===== config.mk =====
export PLATFORM = sky130hd
export DESIGN_NAME = uart_tx
export DESIGN_NICKNAME = d
export VERILOG_FILES = /design/src/rtl/uart_tx_pkg.sv /design/src/rtl/uart_tx_byte.sv /design/src/rtl/uart_tx.sv
export SDC_FILE = /design/constraint.sdc
export NUM_CORES = 1
export LEC_CHECK = 0
export ABC_AREA = 1
export CAP_MARGIN = 20
export CORE_ASPECT_RATIO = 0.5
export CORE_MARGIN = 1.5
export CORE_UTILIZATION = 40
export DETAILED_ROUTE_END_ITERATION = 7
export GPL_TIMING_DRIVEN = 0
export PLACE_DENSITY = 0.66
export SYNTH_ARGS = -nofsm -noshare
export SYNTH_HDL_FRONTEND = slang
export SYNTH_SLANG_ARGS = --single-unit

===== constraint.sdc =====
create_clock -name clock -period 4.22 [get_ports clock]
set_clock_uncertainty 0.05 [all_clocks]
set_input_delay 1.266 -clock clock [delete_from_list [all_inputs] [get_ports clock]]
set_output_delay 1.266 -clock clock [all_outputs]
set_load 0.05 [all_outputs]

===== src/rtl/uart_tx_pkg.sv =====
// Shared types and constants for the five-frame UART transmitter.
package uart_tx_pkg;

  typedef enum logic [2:0] {
    StIdle,
    StStart,
    StData,
    StStop,
    StCleanup
  } state_t;

  localparam int unsigned FRAMES_PER_TXN       = 5;
  localparam int unsigned DATA_BITS            = 8;
  localparam int unsigned CLKS_PER_BIT_DEFAULT = 868;

  // Byte sent in frame idx: word bytes LSB first, then the trailer.
  function automatic logic [7:0] txn_byte(input logic [31:0] word,
                                          input logic [7:0]  trailer,
                                          input logic [2:0]  idx);
    logic [7:0] b;
    case (idx)
      3'd0:    b = word[7:0];
      3'd1:    b = word[15:8];
      3'd2:    b = word[23:16];
      3'd3:    b = word[31:24];
      default: b = trailer;
    endcase
    return b;
  endfunction

endpackage


===== src/rtl/uart_tx_byte.sv =====
// Single 8N1 frame serializer; a start at the end of the stop bit chains frames with no gap.
module uart_tx_byte
  import uart_tx_pkg::*;
#(
  parameter int unsigned CLKS_PER_BIT = CLKS_PER_BIT_DEFAULT
) (
  input  logic       clock,
  input  logic       reset,
  input  logic       start_i,
  input  logic [7:0] byte_i,
  output logic       serial_o,
  output state_t     state_o,
  output logic       frame_done_o
);

  localparam logic [15:0] BitLast = 16'(CLKS_PER_BIT - 1);

  state_t      state_q;
  logic [15:0] baud_q;
  logic [2:0]  bit_q;
  logic [7:0]  shift_q;
  logic        serial_q;
  logic        bit_end;

  assign bit_end      = (baud_q == BitLast);
  assign frame_done_o = (state_q == StStop) && bit_end;
  assign serial_o     = serial_q;
  assign state_o      = state_q;

  always_ff @(posedge clock) begin
    if (reset) begin
      state_q  <= StIdle;
      baud_q   <= '0;
      bit_q    <= '0;
      shift_q  <= '0;
      serial_q <= 1'b1;
    end else begin
      baud_q <= bit_end ? 16'd0 : baud_q + 16'd1;
      unique case (state_q)
        StIdle: begin
          baud_q   <= '0;
          bit_q    <= '0;
          serial_q <= 1'b1;
          if (start_i) begin
            state_q  <= StStart;
            shift_q  <= byte_i;
            serial_q <= 1'b0;
          end
        end
        StStart: begin
          if (bit_end) begin
            state_q  <= StData;
            bit_q    <= '0;
            serial_q <= shift_q[0];
            shift_q  <= {1'b0, shift_q[7:1]};
          end
        end
        StData: begin
          if (bit_end) begin
            if (bit_q == 3'(DATA_BITS - 1)) begin
              state_q  <= StStop;
              serial_q <= 1'b1;
            end else begin
              bit_q    <= bit_q + 3'd1;
              serial_q <= shift_q[0];
              shift_q  <= {1'b0, shift_q[7:1]};
            end
          end
        end
        StStop: begin
          if (bit_end) begin
            if (start_i) begin
              state_q  <= StStart;
              shift_q  <= byte_i;
              serial_q <= 1'b0;
            end else begin
              state_q  <= StIdle;
              serial_q <= 1'b1;
            end
          end
        end
        default: state_q <= StIdle;
      endcase
    end
  end

endmodule


===== src/rtl/uart_tx.sv =====
// Sends a 32-bit word (LSB byte first) plus a trailer byte as five back-to-back 8N1 frames.
module uart_tx
  import uart_tx_pkg::*;
#(
  parameter int unsigned CLKS_PER_BIT = CLKS_PER_BIT_DEFAULT
) (
  input  logic        clock,
  input  logic        reset,
  input  logic        enable,
  input  logic [31:0] i_word,
  input  logic [7:0]  in_Byte,
  output logic        o_active,
  output logic        serial_out,
  output logic        r_done
);

  state_t      frame_state;
  state_t      state;
  logic        frame_done;
  logic        launch;
  logic        next_frame;
  logic        byte_start;
  logic [7:0]  byte_data;

  logic [2:0]  frame_q;
  logic [31:0] word_q;
  logic [7:0]  trailer_q;
  logic        active_q;
  logic        done_q;

  // CLEANUP is the single cycle after the last stop bit, while the serializer is already idle.
  assign state      = done_q ? StCleanup : frame_state;
  assign launch     = (state == StIdle) && enable;
  assign next_frame = frame_done && (frame_q != 3'(FRAMES_PER_TXN - 1));
  assign byte_start = launch || next_frame;
  assign byte_data  = launch ? i_word[7:0] : txn_byte(word_q, trailer_q, frame_q + 3'd1);

  uart_tx_byte #(
    .CLKS_PER_BIT(CLKS_PER_BIT)
  ) u_byte (
    .clock       (clock),
    .reset       (reset),
    .start_i     (byte_start),
    .byte_i      (byte_data),
    .serial_o    (serial_out),
    .state_o     (frame_state),
    .frame_done_o(frame_done)
  );

  always_ff @(posedge clock) begin
    if (reset) begin
      frame_q   <= '0;
      word_q    <= '0;
      trailer_q <= '0;
      active_q  <= 1'b0;
      done_q    <= 1'b0;
    end else begin
      done_q <= 1'b0;
      if (launch) begin
        word_q    <= i_word;
        trailer_q <= in_Byte;
        frame_q   <= '0;
        active_q  <= 1'b1;
      end else if (frame_done) begin
        if (next_frame) begin
          frame_q <= frame_q + 3'd1;
        end else begin
          frame_q  <= '0;
          active_q <= 1'b0;
          done_q   <= 1'b1;
        end
      end
    end
  end

  assign o_active = active_q;
  assign r_done   = done_q;

endmodule


==> metrics.md <==
| Metric | Value |
|---|---|
| Post-route ant nets | 0 |
| Sink Count | 75 |
| Global route total overflow | 0 |
| TritonCTS clock tree | built |
| Pwr dens | 587 nW/um2 |
| Max Root-Sink Buffers | 2 |
| Critical path class | reg -> out |
| CP max stage cell | clkdlybuf4s50_1 |
| R2R Path Start | frame_q[0] |
| Nets | 677 |
| Clock-pin slew on the worst setup and hold paths | 0.06 ns |
| Vias in the first global route | 3243 |
| Initial antenna violation count | 0 |
| Max-slew headroom | 0.665 |
| Leading cell type in the layout, fill and taps excluded | nand2_1 |
| Post-DR wirelength/cell | 11.9 um |
| CP startpoint kind | flop |
| I/O Pins | 46 |
| H-tree depth | 3 |
| # port buffers | 44 |
| CP Data Arrival Time | 1.50 ns |
| Synth warnings | 0 |
| Critical Path, Cell by Cell | clkdlybuf4s50_1 |
| Vias | 3594 |
| Most frequent cells in the layout | nand2_1, nor2_1, dfxtp_1 |
| Antenna cells | 0 |
| Yosys top cell by area | dfxtp_1 |
| Post-DR vias/cell | 4.72 |
| Seq/Total Area, Yosys | 0.388 |
| Endpoints failing setup | 0 |
| Pre-antenna DRT Iters | 4 |
| Status | finished, final reports clean |
| Post-synthesis cell count | 566 |
| Die Footprint | 10300 um2 |
| Crit path from | u_byte.serial_o |
| Initial DRC count | 193 |
| Worst path bufs/invs | 1 |
| Clock Latency Late Sink | 0.34 ns |
| Worst EP required | 2.90 ns |
| Worst min path class | reg -> reg |
| M3 GR Usage | 0.0495 |
| Setup_tns | 0 ns |
| CP endpoint kind | primary output |
| DRC Markers | 0 |
| RSZ-0062 raised after global routing | false |
| Static leakage | 2.09 nW |
| Worst Tran Pin Value | 0.502 ns |
| GPL Wtd Cong | 0.863 |
| Max-slew violation count | 0 |
| Synth top area share | 0.388 |
| Finished Cell Area | 4770 um2 |
| Hold Violations, Final | 0 |
| DP HPWL | 6610 um |
| Final worst path period share | 0.668 |
| Crit-path leading delay family | buffers and inverters |
| Die X-Extent | 142 um |
| Post-Syn Area per Cell | roughly 6.8 um2 |
| CP max stage delay | 0.81 ns |
| Met2 usage | 0.293 |
| Inserted Clock Buffers | 9 |
| Die height | 72.5 um |
| Postcts setup bufs | 0 |
| Synthesized cell area | 3870 um2 |
| CTS Hold Bufs | 0 |
| GRT busiest layer | met2 |
| Count of cell types in the netlist | 32 |
| First-pass GRT wire length | 15300 um |
| Critical path peak fanout | 2 |
| Starting density of the core | 0.411 |
| Row count | 25 |
| Layout area overhead | 23.4% |
| Routed wire length | 9060 um |
| Worst VDD drop | 0.278 mV |
| Worst setup margin | 1.40 ns |
| Root Driver | clkbuf_16 |
| Core region area | 9420 um2 |
| Post-Place Worst Slack | around 1.1 ns |
| Seq cells post-synth | 75 |
| Dpl cell area | 4480 um2 |
| Met1 Usage GRT | 0.259 |
| Syn nets | 622 |
| Share of layout cells above drive strength 1 | 0.0847 |
| Max frequency | approximately 0.35 GHz |
| Min-delay src | u_byte.baud_q[0] |
| Final Util | 0.507 |
| Largest net degree at the start of global routing | 14 |
| Tmin final | between 2 and 3 ns |
| Cts repair resizes | 0 |
| Maxcap violations | 0 |
| Top post-synthesis cells by area | dfxtp_1, nand2_1, nor2_1 |
| GRT Util Overall | 0.189 |
==> Yosys cell counts <==
| library cell | instances |
|---|---|
| xor2_1 | 2 |
| nand4_1 | 8 |
| nor3b_2 | 1 |
| nor2_2 | 5 |
| nor3_2 | 2 |
| clkbuf_1 | 10 |
| o21ai_0 | 37 |
| nor2_1 | 97 |
| xnor2_4 | 1 |
| nand2_1 | 135 |
| o21ai_4 | 2 |
| o221ai_1 | 1 |
| o21a_1 | 3 |
| nor4b_1 | 1 |
| dfxtp_1 | 75 |
| inv_2 | 2 |
| nand2_2 | 3 |
| buf_2 | 9 |
| buf_4 | 2 |
| buf_6 | 4 |
| a21oi_2 | 1 |
| clkinv_1 | 9 |
| a21oi_1 | 34 |
| nand3b_1 | 7 |
| nor3_1 | 6 |
| or2_0 | 1 |
| nand3_1 | 45 |
| nand3_2 | 2 |
| nand2_4 | 2 |
| ha_1 | 13 |
| inv_1 | 44 |
| or2_2 | 2 |
==> final cells by class <==
class / instances / area (um2)
Clock inverter: 6 / 66.3
Fill cell: 979 / 4640
Clock buffer: 10 / 229
Inverter: 55 / 206
Buffer: 25 / 143
Multi-Input combinational cell: 411 / 2020
Sequential cell: 75 / 1500
Timing Repair Buffer: 44 / 440
Tap cell: 135 / 169
==> kinds of logic (layout without fill, tap and decap cells) <==
logic type,after synthesis,after routing,synth area share
AOI/OAI and AO/OA,78,78,0.111
DFF,75,75,0.388
xor gates and xnor gates,3,3,0.0116
buffers and inverters,80,140,0.0903
and+or+nand+nor,317,317,0.357
adders and majority gates,13,13,0.0421
==> where the power goes <==
part / switching, mW / internal [mW] / total, mW / leakage [nW]
Sequential: 0.0758 / 0.847 / 0.923 / 0.615
Clock: 0.312 / 0.458 / 0.769 / 0.135
Combinational: 0.715 / 0.392 / 1.11 / 1.34
==> state kept, by name (all words and copies together) (netlist names), 2 cells and up <==
name / count
u_byte.shift_q: 8
u_byte.state_o: 2
u_byte.baud_q: 16
u_byte.bit_q: 3
frame_q: 3
word_q: 32
trailer_q: 8
==> final timing paths <==
path | to | slack (ns) | cells after the start
max | serial_out | 1.40 | 1
min | u_byte.baud_q[0] | 0.40 | 1
max reg2reg | u_byte.shift_q[1] | 2.20 | 9
min reg2reg | u_byte.baud_q[0] | 0.40 | 1
==> layer usage <==
metal | share of wire | wire length [um] | vias up
li1 | - | - | 1913
met1 | 0.52 | 4740 | 1604
met2 | 0.42 | 3800 | 65
met3 | 0.045 | 406 | 12
met4 | 0.013 | 120 | 0
met5 | 0 | 0 | -
==> stage by stage <==
| step | power (mW) | hold WS, ns | instances |
|---|---|---|---|
| floorplan | 1.76 | 0.368 | 566 |
| global placement | 2.02 | 0.381 | 745 |
| detailed placement | 2.04 | 0.393 | 745 |
| CTS | 2.82 | 0.407 | 761 |
| global route | 3.06 | 0.433 | 761 |
| finish | 2.80 | 0.400 | 761 |
No activity file was read; power rests on OpenSTA's default activity.
